**src/rtl/display_pkg.sv**
```systemverilog
// Shared constants for the seven-segment display path: glyph table, segment
// bit positions and the capture-side FSM state encoding.
package display_pkg;

  localparam logic [6:0] GLYPH_0 = 7'h40;
  localparam logic [6:0] GLYPH_1 = 7'h79;
  localparam logic [6:0] GLYPH_2 = 7'h24;
  localparam logic [6:0] GLYPH_3 = 7'h30;
  localparam logic [6:0] GLYPH_4 = 7'h19;
  localparam logic [6:0] GLYPH_5 = 7'h12;
  localparam logic [6:0] GLYPH_6 = 7'h02;
  localparam logic [6:0] GLYPH_7 = 7'h78;
  localparam logic [6:0] GLYPH_8 = 7'h00;
  localparam logic [6:0] GLYPH_9 = 7'h10;
  localparam logic [6:0] GLYPH_A = 7'h08;
  localparam logic [6:0] GLYPH_B = 7'h03;
  localparam logic [6:0] GLYPH_C = 7'h46;
  localparam logic [6:0] GLYPH_D = 7'h21;
  localparam logic [6:0] GLYPH_E = 7'h06;
  localparam logic [6:0] GLYPH_F = 7'h0E;

  localparam logic [6:0] GLYPH_TABLE [16] = '{
    GLYPH_0, GLYPH_1, GLYPH_2, GLYPH_3, GLYPH_4, GLYPH_5, GLYPH_6, GLYPH_7,
    GLYPH_8, GLYPH_9, GLYPH_A, GLYPH_B, GLYPH_C, GLYPH_D, GLYPH_E, GLYPH_F
  };

  localparam int SEG_A  = 0;
  localparam int SEG_B  = 1;
  localparam int SEG_C  = 2;
  localparam int SEG_D  = 3;
  localparam int SEG_E  = 4;
  localparam int SEG_F  = 5;
  localparam int SEG_G  = 6;
  localparam int SEG_DP = 7;

  typedef enum logic [1:0] {
    ST_WAIT       = 2'd0,
    ST_SETTLE_CNT = 2'd1,
    ST_HELD       = 2'd2
  } cap_state_e;

  // Encoder side of the table, used by the scanner.
  function automatic logic [6:0] seg7_encode(input logic [3:0] nibble);
    return GLYPH_TABLE[nibble];
  endfunction

endpackage

```
**src/rtl/display_capture_if.sv**
```systemverilog
// Scanner-to-capture bus: digit select and active-low segments in, captured
// frame and status pulses out.
interface display_capture_if;
  logic [2:0]  which;
  logic [7:0]  seg;
  logic [32:1] data;
  logic        valid;
  logic        bad_digit;
  logic        frame_drop;

  modport master (
    output which, seg,
    input  data, valid, bad_digit, frame_drop
  );

  modport slave (
    input  which, seg,
    output data, valid, bad_digit, frame_drop
  );
endinterface

```
**src/rtl/display_capture_seg7_decode.sv**
```systemverilog
// Combinational seven-segment decoder: active-low g..a pattern to hex nibble,
// with ok low for any pattern that is not one of the sixteen glyphs.
module seg7_decode
  import display_pkg::*;
(
  input  logic [6:0] seg,
  output logic       ok,
  output logic [3:0] nibble
);

  // Pattern match against the shared glyph table.
  always_comb begin
    ok     = 1'b1;
    nibble = 4'h0;
    case (seg)
      GLYPH_0: nibble = 4'h0;
      GLYPH_1: nibble = 4'h1;
      GLYPH_2: nibble = 4'h2;
      GLYPH_3: nibble = 4'h3;
      GLYPH_4: nibble = 4'h4;
      GLYPH_5: nibble = 4'h5;
      GLYPH_6: nibble = 4'h6;
      GLYPH_7: nibble = 4'h7;
      GLYPH_8: nibble = 4'h8;
      GLYPH_9: nibble = 4'h9;
      GLYPH_A: nibble = 4'hA;
      GLYPH_B: nibble = 4'hB;
      GLYPH_C: nibble = 4'hC;
      GLYPH_D: nibble = 4'hD;
      GLYPH_E: nibble = 4'hE;
      GLYPH_F: nibble = 4'hF;
      default: begin
        ok     = 1'b0;
        nibble = 4'h0;
      end
    endcase
  end

endmodule

```
**src/rtl/display_capture.sv**
```systemverilog
// Receive side of the multiplexed seven-segment scanner: debounces each digit,
// decodes it and reassembles the 32-bit value being displayed.
module display_capture
  import display_pkg::*;
#(
  parameter int SETTLE = 4
)
(
  input logic              clk,
  input logic              rst,
  display_capture_if.slave bus
);

  localparam int CW = $clog2(SETTLE + 1);

  logic [9:0]       cur_s;
  logic [2:0]       cur_which_s;
  logic [9:0]       sample_r;
  logic             change_s;

  cap_state_e       state_r;
  cap_state_e       state_nx_s;
  logic [CW-1:0]    cnt_r;
  logic [CW-1:0]    cnt_nx_s;
  logic             accept_s;

  logic             dec_ok_s;
  logic [3:0]       dec_nib_s;

  logic [7:0][3:0]  shadow_r;
  logic [7:0][3:0]  shadow_nx_s;
  logic [7:0]       got_r;
  logic [7:0]       got_nx_s;
  logic             tainted_r;
  logic             tainted_nx_s;
  logic             close_s;
  logic             frame_ok_s;

  logic [32:1]      data_r;
  logic             valid_r;
  logic             bad_digit_r;
  logic             frame_drop_r;

  // dp is deliberately left out of the sample so it never counts as a change.
  assign cur_s       = {bus.which, bus.seg[SEG_G:SEG_A]};
  assign cur_which_s = bus.which;
  assign change_s    = (cur_s != sample_r);

  seg7_decode u_decode (
    .seg    (bus.seg[SEG_G:SEG_A]),
    .ok     (dec_ok_s),
    .nibble (dec_nib_s)
  );

  // Settle FSM: next state, next counter and the acceptance strobe.
  always_comb begin
    state_nx_s = state_r;
    cnt_nx_s   = cnt_r;
    accept_s   = 1'b0;
    case (state_r)
      ST_WAIT: begin
        state_nx_s = ST_SETTLE_CNT;
        cnt_nx_s   = CW'(1);
      end
      ST_SETTLE_CNT: begin
        if (change_s) begin
          cnt_nx_s = CW'(1);
        end else if (cnt_r >= CW'(SETTLE - 1)) begin
          accept_s   = 1'b1;
          state_nx_s = ST_HELD;
          cnt_nx_s   = CW'(SETTLE);
        end else begin
          cnt_nx_s = cnt_r + CW'(1);
        end
      end
      ST_HELD: begin
        if (change_s) begin
          state_nx_s = ST_SETTLE_CNT;
          cnt_nx_s   = CW'(1);
        end else begin
          state_nx_s = ST_HELD;
        end
      end
      default: begin
        state_nx_s = ST_WAIT;
        cnt_nx_s   = '0;
      end
    endcase
  end

  // Frame bookkeeping for the digit being accepted this cycle.
  always_comb begin
    shadow_nx_s  = shadow_r;
    got_nx_s     = got_r;
    tainted_nx_s = tainted_r;
    if (accept_s && dec_ok_s) begin
      shadow_nx_s[cur_which_s] = dec_nib_s;
      got_nx_s[cur_which_s]    = 1'b1;
    end else if (accept_s) begin
      tainted_nx_s = 1'b1;
    end else begin
      tainted_nx_s = tainted_r;
    end
  end

  assign close_s    = accept_s && (cur_which_s == 3'd7);
  assign frame_ok_s = (got_nx_s == 8'hFF) && !tainted_nx_s;

  // FSM state and settle counter registers.
  always_ff @(posedge clk) begin
    if (rst) begin
      state_r  <= ST_WAIT;
      cnt_r    <= '0;
      sample_r <= '0;
    end else begin
      state_r  <= state_nx_s;
      cnt_r    <= cnt_nx_s;
      sample_r <= cur_s;
    end
  end

  // Shadow nibbles plus per-frame got/tainted tracking; both clear on close.
  always_ff @(posedge clk) begin
    if (rst) begin
      shadow_r  <= '0;
      got_r     <= 8'h00;
      tainted_r <= 1'b0;
    end else begin
      shadow_r <= shadow_nx_s;
      if (close_s) begin
        got_r     <= 8'h00;
        tainted_r <= 1'b0;
      end else begin
        got_r     <= got_nx_s;
        tainted_r <= tainted_nx_s;
      end
    end
  end

  // Registered frame output and one-cycle status pulses.
  always_ff @(posedge clk) begin
    if (rst) begin
      data_r       <= '0;
      valid_r      <= 1'b0;
      bad_digit_r  <= 1'b0;
      frame_drop_r <= 1'b0;
    end else begin
      if (close_s && frame_ok_s) begin
        data_r <= shadow_nx_s;
      end else begin
        data_r <= data_r;
      end
      valid_r      <= close_s && frame_ok_s;
      bad_digit_r  <= accept_s && !dec_ok_s;
      frame_drop_r <= close_s && !frame_ok_s;
    end
  end

  assign bus.data       = data_r;
  assign bus.valid      = valid_r;
  assign bus.bad_digit  = bad_digit_r;
  assign bus.frame_drop = frame_drop_r;

endmodule
```
**src/flat_wrapper.sv**
```systemverilog
// flat-port wrapper written by rule: the top's interface ports become plain ports
module display_capture_flat import display_pkg::*;
#(
  parameter int SETTLE = 4
)
  (clk, rst, bus_which, bus_seg, bus_data, bus_valid, bus_bad_digit, bus_frame_drop);
  display_capture_if bus_i ();
  input logic clk;
  input logic rst;
  input wire logic [$bits(bus_i.which)-1:0] bus_which;
  input wire logic [$bits(bus_i.seg)-1:0] bus_seg;
  output wire logic [$bits(bus_i.data)-1:0] bus_data;
  output wire logic [$bits(bus_i.valid)-1:0] bus_valid;
  output wire logic [$bits(bus_i.bad_digit)-1:0] bus_bad_digit;
  output wire logic [$bits(bus_i.frame_drop)-1:0] bus_frame_drop;
  assign bus_i.which = bus_which;
  assign bus_i.seg = bus_seg;
  assign bus_data = bus_i.data;
  assign bus_valid = bus_i.valid;
  assign bus_bad_digit = bus_i.bad_digit;
  assign bus_frame_drop = bus_i.frame_drop;
  display_capture #(.SETTLE(SETTLE)) u_core (.clk(clk), .rst(rst), .bus(bus_i));
endmodule
```
**config.mk**
```make
export PLATFORM = sky130hd
export DESIGN_NAME = display_capture_flat
export DESIGN_NICKNAME = d
export VERILOG_FILES = /design/src/rtl/display_pkg.sv /design/src/rtl/display_capture_if.sv /design/src/rtl/display_capture_seg7_decode.sv /design/src/rtl/display_capture.sv /design/src/flat_wrapper.sv
export SDC_FILE = /design/constraint.sdc
export NUM_CORES = 1
export LEC_CHECK = 0
export CAP_MARGIN = 20
export CELL_PAD_IN_SITES_DETAIL_PLACEMENT = 1
export CELL_PAD_IN_SITES_GLOBAL_PLACEMENT = 2
export CORE_ASPECT_RATIO = 0.8
export CORE_MARGIN = 5
export CORE_UTILIZATION = 36
export DETAILED_ROUTE_END_ITERATION = 16
export PLACE_DENSITY_LB_ADDON = 0.05
export SYNTH_ARGS = -nofsm -noshare
export SYNTH_HDL_FRONTEND = slang
export SYNTH_HIERARCHICAL = 1
export SYNTH_SLANG_ARGS = --single-unit
```
**constraint.sdc**
```tcl
create_clock -name clk -period 5.1 [get_ports clk]
set_input_delay 0.51 -clock clk [delete_from_list [all_inputs] [get_ports clk]]
set_output_delay 0.51 -clock clk [all_outputs]
set_load 0.02 [all_outputs]
```
After elaboration in Yosys (flattened, before gate mapping)
Index checks and enable logic that the tools add are counted.
{ "classes": {"add_sub_neg": 1, "magnitude_cmp": 3, "n_eq_ne": 23, "mux": 22, "bitwise_logic": 1, "n_reduce_logical": 15} }
{ "op_table": {"columns": ["cell", "n"], "rows": [
  ["$pmux W4 S15", 1],
  ["$bwmux W32", 1],
  ["$mux W32", 1],
  ["$eq A7 B7 Y1 const B", 4],
  ["$eq A7 B5 Y1 const B", 3],
  ["$eq A7 B6 Y1 const B", 3],
  ["$reduce_or A16 Y1", 1],
  ["$eq A7 B2 Y1 const B", 2],
  ["$eq A7 B4 Y1 const B", 2],
  ["$demux W4 S3", 1],
  ["$ne A10 B10 Y1", 1],
  ["$mux W3", 3],
  ["$pmux W3 S3", 1],
  ["$eq A8 B8 Y1 const B", 1],
  ["$mux W8", 1],
  ["$or A8 B8 Y8", 1],
  ["$eq A7 B3 Y1 const B", 1],
  ["$logic_and A1 B1 Y1", 7],
  ["$logic_not A7 Y1", 1],
  ["$mux W1", 7],
  ["$mux W2", 3],
  ["$pmux W2 S3", 1],
  ["$lt A3 B4 Y1 const B", 1],
  ["$mux W4", 1],
  ["other kinds (13)", 16]
]} }
{ "totals": {"ff_bits": 91, "input_bits": 13, "output_inout_bits": 35} }

Depth between registers and ports, before layout
Gate-level depths: netlist (run 1).
{ "depth": {"ltp_word": 10, "mapped_depth": 14} }

Cells and area by module
Netlist (run 1), hierarchy kept.
{ "modules_own_cells": {"columns": ["module", "n_inst", "cells_each", "area_per_inst_um2", "seq_area_each_um2"], "rows": [
  ["display_capture", 1, 381, 3946.3, 1821.7],
  ["seg7_decode", 1, 56, 364.1, 0.0]
]} }

Worst setup path after synthesis (run 1)
Ideal clock, no wire load.
{ "synth_path": {"kind": "input to register", "from": "input port bus_seg[2]", "to": "register u_core.data_r (netlist bit u_core/bus.data[10])", "setup_ns": 0.121, "t_arrival_ns": 3.964, "required_ns": 4.979, "setup_slack_ns": 1.014, "cell_stages": 14, "cell_sequence": "clkbuf_2 nor4bb_1 o21ai_1 o31ai_1 a31oi_1 o211ai_1 nand2_1 or4_1 or4_4 buf_6 a22o_4 a2111oi_4 buf_6 mux2_4"} }
{ "synth_between": {"elab_chain_cells": 8, "elab_cells_between_ends": 33} }
{ "synth_rtl": {"columns": ["element", "line", "rtl"], "rows": [
  ["from (decl)", "flat_wrapper.sv:11", "input wire logic [$bits(bus_i.seg)-1:0] bus_seg;"],
  ["$eq A7 B4 Y1 (tied with other cells)", "display_capture_seg7_decode.sv:15", "case (seg)"],
  ["$reduce_or A16 Y1 (no source line) (*)", null, null],
  ["$mux W1 (*)", "display_capture_seg7_decode.sv:15", null],
  ["via u_core.dec_ok_s", "display_capture.sv:27", "logic dec_ok_s;"],
  ["$logic_and A1 B1 Y1 (*)", "display_capture.sv:96", "if (accept_s && dec_ok_s) begin"],
  ["$mux W8 or $mux W1 (tied branches)", "display_capture.sv:96", null],
  ["$eq A8 B8 Y1 or $logic_not A1 Y1 (tied branches)", "display_capture.sv:107", "assign frame_ok_s = (got_nx_s == 8'hFF) && !tainted_nx_s;"],
  ["$logic_and A1 B1 Y1", "display_capture.sv:107", null],
  ["$logic_and A1 B1 Y1", "display_capture.sv:148", "if (close_s && frame_ok_s) begin"],
  ["to (signal assigned)", "display_capture.sv:149", "data_r <= shadow_nx_s;"],
  ["to (signal assigned)", "display_capture.sv:151", "data_r <= data_r;"],
  ["to (decl)", "display_capture.sv:39", "logic [32:1] data_r;"]
]} }
Mark *: on every way through the listed nets, which the timed path passes. The rest lies on a longest branch.
A chain may end at the register's enable or synchronous reset.

Worst setup path in the final report (run 1)
{ "layout_path": {"from": "input port bus_seg[4]", "to": "register u_core.data_r (netlist bit u_core/bus.data[13])"} }
The elaborated chain is that of the path after synthesis.

==> flow_metrics.env, run 1 <==
export IMPL_status="completed"
export IMPL_grt_pass1_vias=3517
export IMPL_nFillCells=1275
export IMPL_final_cells=636
export IMPL_worst_pin_slew_ns=1.01
export IMPL_syn_inst=437
export IMPL_clkTransAtPathRegs_ns=0.06
export IMPL_routed_wirelength_um=11000
export IMPL_portBuffers=46
export IMPL_fin_hold_ws_ns=0.474
export IMPL_crit_type="input pin to register"
export IMPL_globalRouteOverflowTotal=0
export IMPL_slew_headroom_pct=32.9
export IMPL_finalHoldViolCount=0
export IMPL_clock_root_buffer="clkbuf_16"
export IMPL_path_cells="clkdlybuf4s50_1, buf_4, nor3_1, nand4_1, and2_1, nor2b_1, o211ai_1, nand2_1, or4_1, or4_4, a22o_4, a2111oi_4, buf_12, mux2_2"
export IMPL_cts_repair_resized=0
export IMPL_clock_sinks=91
export IMPL_dpl_cell_count=620
export IMPL_num_rows=35
export IMPL_maxSlewViolCount=0
export IMPL_cp_start_kind="input pin"
export IMPL_ios=48
export IMPL_die_w_um=132
export IMPL_finalSetupViolations=0
export IMPL_utilization_pct=45.4
export IMPL_syn_num_nets=452
export IMPL_cts_hold_buf=0
export IMPL_gp_routability_congestion=0.797
export IMPL_fin_nets=498
export IMPL_yosysUniqueCellTypes=58
export IMPL_pre_cts_slack_ns=0.325
export IMPL_cts_tree="yes"
export IMPL_synthArstFlopShare_pct=0
export IMPL_final_cell_mix="91 x dfxtp_1, 63 x nor2b_1, 45 x clkdlybuf4s50_1, 30 x mux2_4, 22 x a21oi_1"
export IMPL_yosys_warnings=6
export IMPL_wl_per_cell_um=17.3
export IMPL_fmax_mhz=228
export IMPL_rsz0062_at_grt="false"
export IMPL_grt_max_degree=56
export IMPL_drtIter0Drc=105
export IMPL_clockBufferDepth=2
export IMPL_vias=3296
export IMPL_cap_violations=0
export IMPL_area_growth_pct=22.3
export IMPL_crit_buf_inv=3
export IMPL_drc=0
export IMPL_grt_pass1_wl_um=18300
export IMPL_antenna_diode_count=0
export IMPL_dr_pass1_iters=4
export IMPL_post_route_min_period_ns=4.39
export IMPL_p_switching_uw=339
export IMPL_syn_area_um2=4310
export IMPL_yosys_most_used_dff="dfxtp_1"
export IMPL_p_leak_nw=1.95
export IMPL_core_area_um2=11600
export IMPL_p_comb_share_pct=5.6
export IMPL_die_area_um2=14300
export IMPL_final_common_cell="dfxtp_1"
export IMPL_ant_nets=0
export IMPL_power_density_nw_per_um2=300
export IMPL_start_util_pct=37.1
export IMPL_insertion_delay_ns=0.34
export IMPL_cpPeakStageDelay_ns=0.58
export IMPL_power_frac_seq_pct=45.4
export IMPL_vias_per_cell=5.18
export IMPL_ir_worst_vdd_mv=0.162
export IMPL_crit_required_ns=5.32
export IMPL_fin_ws_ns=0.708
export IMPL_synth_edff_count=0
export IMPL_crit_family="simple AND/OR/NAND/NOR gates"
export IMPL_hp_class="register to register"
export IMPL_endpoint_kind="register"
export IMPL_cp_slowest_cell="clkdlybuf4s50_1"
export IMPL_arrival_ns=4.62
export IMPL_ys_seq_area_share_pct=42.3
export IMPL_fin_tns_setup_ns=0
export IMPL_antenna_found_initial=0
export IMPL_hpwl_um=7660
export IMPL_clock_power_share_pct=49.0
export IMPL_fin_worst_skew_ns=0.0111
export IMPL_die_y_um=108
export IMPL_register_area_um2=1820
export IMPL_cts_setup_buffers=0
export IMPL_syn_area_per_cell_um2=9.86
export IMPL_internal_power_mw=1.24
export IMPL_final_layout_size_suffix_gt1_share_pct=17.4
export IMPL_multiInputGateArea_um2=2270
export IMPL_cts_max_level=3
export IMPL_grtUsageTotal_pct=15.7
export IMPL_swShare_pct=21.4
export IMPL_worstPathMaxFanout=32
export IMPL_synth_seq_cells=91
export IMPL_numCtsBuffers=9
export IMPL_period_share_pct=86.1
power groups by stage:
stage               Sequential [mW]  Clock [mW]  Combinational (mW)
floorplan                     0.734           0              0.0553
global placement              0.734           0              0.0870
detailed placement            0.734           0              0.0893
CTS                           0.718       0.798              0.0895
global route                  0.718       0.825              0.0976
finish                        0.718       0.775              0.0885
worst reg2reg max path, cell delays in order, from the launching register on:
cell	delay, ns
dfxtp_1	0.41
ha_1	0.19
ha_1	0.17
a211oi_1	0.08
or4_1	0.53
or4_4	0.50
a22o_4	0.30
a2111oi_4	0.33
buf_12	0.29
mux2_2	0.41
metrics by stage:
stage | cell area, um^2 | total power, mW
after floorplan | 4310 | 0.789
after CTS | 5270 | 1.61
after global placement | 4920 | 0.821
after detailed placement | 4920 | 0.824
after global routing | 5270 | 1.64
final | 5270 | 1.58
path summary, 6_finish.rpt:
kind	startpoint	endpoint	slack, ns	cells past startpoint
worst min-delay path	u_core/got_r[7]$_SDFF_PP0_	u_core/got_r[7]$_SDFF_PP0_	0.47	1
worst max-delay path	bus_seg[4]	u_core/bus.data[13]$_SDFFE_PP0P_	0.71	14
worst max register to register	u_core/cnt_r[0]$_SDFFE_PP0N_	u_core/bus.data[13]$_SDFFE_PP0P_	1.78	9
worst min register to register	u_core/got_r[7]$_SDFF_PP0_	u_core/got_r[7]$_SDFF_PP0_	0.47	1
routing by layer:
layer  vias up  part of all wire [%]  GRT usage [%]
met1      1607                    52           21.5
met2        45                    44           25.0
met5         -                     0              0
met3        10                   2.8           3.88
met4         0                  0.84           3.85
li1       1634                     -              -
flip-flops by register name (all words and copies together), names as in the netlist:
register	count
u_core/shadow_r	32
u_core/got_r	8
u_core/bus.valid	1
u_core/state_r	2
u_core/cnt_r	3
u_core/bus.frame_drop	1
u_core/bus.bad_digit	1
u_core/sample_r	10
u_core/tainted_r	1
u_core/bus.data	32
kinds of logic (layout without fill, tap and decap cells):
family / count (synthesis) / after routing / share of synthesized area (%)
buffers and inverters: 39 / 90 / 5.02
muxes: 48 / 48 / 14.9
adders and majority gates: 2 / 2 / 0.580
DFF: 91 / 91 / 42.3
and+or+nand+nor: 170 / 170 / 23.3
xor gates and xnor gates: 10 / 10 / 2.03
AOI/OAI and AO/OA: 77 / 77 / 11.9
synth_stat cells, types with 2 or more instances:
| cell type | number | area, um^2 |
|---|---|---|
| clkbuf_1 | 15 | 56.3 |
| nor4_1 | 4 | 25.0 |
| buf_2 | 2 | 10.0 |
| nor3b_2 | 2 | 25.0 |
| and2_1 | 6 | 37.5 |
| nand2b_1 | 3 | 18.8 |
| o211ai_1 | 2 | 15.0 |
| mux2_2 | 11 | 124 |
| o21ai_0 | 18 | 90.1 |
| nand3_1 | 17 | 85.1 |
| and4_1 | 3 | 26.3 |
| mux2i_1 | 7 | 70.1 |
| o21ba_2 | 3 | 30.0 |
| nand2_1 | 9 | 33.8 |
| nor2_1 | 20 | 75.1 |
| ha_1 | 2 | 25.0 |
| nor2b_1 | 63 | 394 |
| xor2_1 | 4 | 35.0 |
| nor3_1 | 10 | 50.1 |
| buf_6 | 6 | 67.6 |
| or3_1 | 5 | 31.3 |
| or4_1 | 3 | 22.5 |
| and3_1 | 5 | 31.3 |
| mux2_4 | 30 | 450 |
| xnor2_1 | 6 | 52.6 |
| inv_1 | 9 | 33.8 |
| nand4_1 | 10 | 62.6 |
| a211oi_1 | 4 | 30.0 |
| buf_4 | 3 | 22.5 |
| nor4b_1 | 2 | 17.5 |
| a31oi_1 | 3 | 18.8 |
| o21ai_1 | 3 | 15.0 |
| o31ai_1 | 6 | 45.0 |
| dfxtp_1 | 91 | 1820 |
| a21oi_1 | 22 | 110 |
| a21boi_0 | 6 | 45.0 |
cell type report:
class                           instances  area share (%)
Tap cell                              148            3.51
Timing Repair Buffer                   64            11.4
Sequential cell                        91            34.6
Multi-Input combinational cell        307            43.1
Clock buffer                           11            4.61
Clock inverter                          5            2.04
Inverter                               10           0.712
Power figures use the tool's default switching activity.
==> run 2, diff against run 1 <==
==> constraint.sdc (replaced) <==
create_clock -name clk -period 5.1 [get_ports clk]
set_input_delay 0.765 -clock clk [delete_from_list [all_inputs] [get_ports clk]]
set_output_delay 0.765 -clock clk [all_outputs]
set_load 0.02 [all_outputs]
==> run 2 against run 1 <==
Against the previous run: power fell by 5.2%; utilization barely moved; sequential share of layout area barely moved; largest cell class unchanged; largest power group is now registers.
==> flow_metrics.env, run 2 (same netlist as run 1, synthesis figures left out) <==
export IMPL_cap_violations=0
export IMPL_crit_family="simple AND/OR/NAND/NOR gates"
export IMPL_grt_max_degree=61
export IMPL_drc=0
export IMPL_ff2ff_setup_slack_ns=1.86
export IMPL_slew_headroom_pct=56.2
export IMPL_fmax_mhz=220
export IMPL_wl_per_cell_um=17.1
export IMPL_antenna_found_initial=0
export IMPL_path_cells="clkdlybuf4s50_1, nor4_1, a31oi_1, o211ai_1, nand2_1, or4_1, or4_4, a22o_4, a2111oi_4, buf_12, mux2_2"
export IMPL_cts_max_level=3
export IMPL_nFillCells=1287
export IMPL_final_layout_size_suffix_gt1_share_pct=18.3
export IMPL_hold_end="u_core/shadow_r[15]$_SDFF_PP0_"
export IMPL_swShare_pct=23.5
export IMPL_cts_setup_buffers=0
export IMPL_vias_per_cell=5.25
export IMPL_final_common_cell="dfxtp_1"
export IMPL_crit_required_ns=5.33
export IMPL_maxSlewViolCount=0
export IMPL_crit_buf_inv=2
export IMPL_cp_start_kind="input pin"
export IMPL_vias=3360
export IMPL_reg2reg_to="u_core/bus.data[12]$_SDFFE_PP0P_"
export IMPL_final_cell_mix="91 x dfxtp_1, 63 x nor2b_1, 45 x clkdlybuf4s50_1, 30 x mux2_4, 22 x a21oi_1"
export IMPL_fin_tns_setup_ns=0
export IMPL_hp_class="register to register"
export IMPL_pre_cts_slack_ns=0.225
export IMPL_internal_power_mw=1.15
export IMPL_clock_power_share_pct=46.0
export IMPL_area_growth_pct=22.4
export IMPL_ant_nets=0
export IMPL_start_util_pct=37.1
export IMPL_rr_worst_depth=9
export IMPL_routed_wirelength_um=11000
export IMPL_power_density_nw_per_um2=284
export IMPL_finalSetupViolations=0
export IMPL_globalRouteOverflowTotal=0
export IMPL_die_w_um=132
export IMPL_ios=48
export IMPL_numCtsBuffers=9
export IMPL_reg2reg_from="u_core/cnt_r[0]$_SDFFE_PP0N_"
export IMPL_fin_worst_skew_ns=0.0113
export IMPL_arrival_ns=4.77
export IMPL_antenna_diode_count=0
export IMPL_power_frac_seq_pct=47.9
export IMPL_cpPeakStageDelay_ns=0.64
export IMPL_p_comb_share_pct=6.1
export IMPL_min_delay_start="u_core/shadow_r[15]$_SDFF_PP0_"
export IMPL_grt_pass1_vias=3405
export IMPL_grt_pass1_wl_um=17800
export IMPL_cts_hold_buf=0
export IMPL_clock_root_buffer="clkbuf_16"
export IMPL_core_area_um2=11600
export IMPL_clockBufferDepth=2
export IMPL_holdPathStages=2
export IMPL_fin_hold_ws_ns=0.486
export IMPL_endpoint_kind="register"
export IMPL_p_switching_uw=353
export IMPL_die_y_um=108
export IMPL_clkTransAtPathRegs_ns=0.06
export IMPL_fin_nets=502
export IMPL_clock_sinks=91
export IMPL_portBuffers=46
export IMPL_hpwl_um=7490
export IMPL_dr_pass1_iters=4
export IMPL_drtIter0Drc=100
export IMPL_crit_type="input pin to register"
export IMPL_cts_tree="yes"
export IMPL_worstPathMaxFanout=32
export IMPL_finalHoldViolCount=0
export IMPL_post_route_min_period_ns=4.55
export IMPL_ir_worst_vdd_mv=0.159
export IMPL_num_rows=35
export IMPL_insertion_delay_ns=0.34
export IMPL_period_share_pct=89.2
export IMPL_cts_repair_resized=0
export IMPL_status="completed"
export IMPL_cp_slowest_cell="clkdlybuf4s50_1"
export IMPL_die_area_um2=14300
export IMPL_gp_routability_congestion=0.830
export IMPL_worst_pin_slew_ns=0.655
export IMPL_rsz0062_at_grt="false"
export IMPL_p_leak_nw=1.95
export IMPL_grtUsageTotal_pct=15.4
export IMPL_fin_ws_ns=0.553
[run 2: layout make-up]
cell class	instances	area (um^2)	area share (%)
tap	148	185	3.51
clock inverter	6	72.6	1.38
clock buffer	10	239	4.53
inverter	10	37.5	0.712
multi-input combinational	307	2270	43.1
timing repair buffer	68	646	12.2
sequential	91	1820	34.5
[run 2: worst max-delay path by stage]
stage | start | slack (ns) | to | cells past startpoint
detailed placement | bus_seg[1] | 0.23 | u_core/bus.data[12]$_SDFFE_PP0P_ | 14
finish | bus_seg[1] | 0.55 | u_core/bus.data[12]$_SDFFE_PP0P_ | 11
global placement | bus_seg[3] | 0.25 | u_core/bus.data[13]$_SDFFE_PP0P_ | 13
floorplan | bus_seg[2] | 0.76 | u_core/bus.data[10]$_SDFFE_PP0P_ | 14
CTS | bus_seg[3] | 0.59 | u_core/bus.data[13]$_SDFFE_PP0P_ | 12
global route | bus_seg[1] | 0.35 | u_core/bus.data[12]$_SDFFE_PP0P_ | 11
[run 2: per-stage QoR]
stage,util [%],std cells,power (mW),cell area [um^2]
after CTS,45.3,639,1.52,5250
after global placement,42.6,623,0.822,4940
after floorplan,-,437,0.789,4310
after global routing,45.4,640,1.56,5270
after detailed placement,42.6,623,0.824,4940
final,45.4,640,1.50,5270
[run 2: power by group through the flow]
| stage | Combinational (mW) | Clock, mW | Sequential [mW] |
|---|---|---|---|
| 3_5_place_dp | 0.0897 | 0 | 0.734 |
| 4_1_cts | 0.0900 | 0.712 | 0.718 |
| 6_report | 0.0909 | 0.690 | 0.718 |
| 5_1_grt | 0.100 | 0.738 | 0.718 |
| 2_1_floorplan | 0.0553 | 0 | 0.734 |
| 3_3_place_gp | 0.0878 | 0 | 0.734 |
[run 2: per-layer routing]
layer  vias up  track usage, %  wire (um)
met3         8            3.32        258
met2        35            23.5       4790
met4         0            4.14         81
met1      1671            21.9       5840
li1       1646               -          -
met5         -               0          0
[run 2: worst reg2reg max path, delay by kind of cell (launching register included)]
family / cells / cell delay [ns]
AND/OR/NAND/NOR: 2 / 0.99
AO/OA/AOI/OAI: 3 / 0.71
flip-flops: 1 / 0.40
multiplexers: 1 / 0.39
adder cells (fa/ha/maj): 2 / 0.33
buffers and inverters: 1 / 0.31
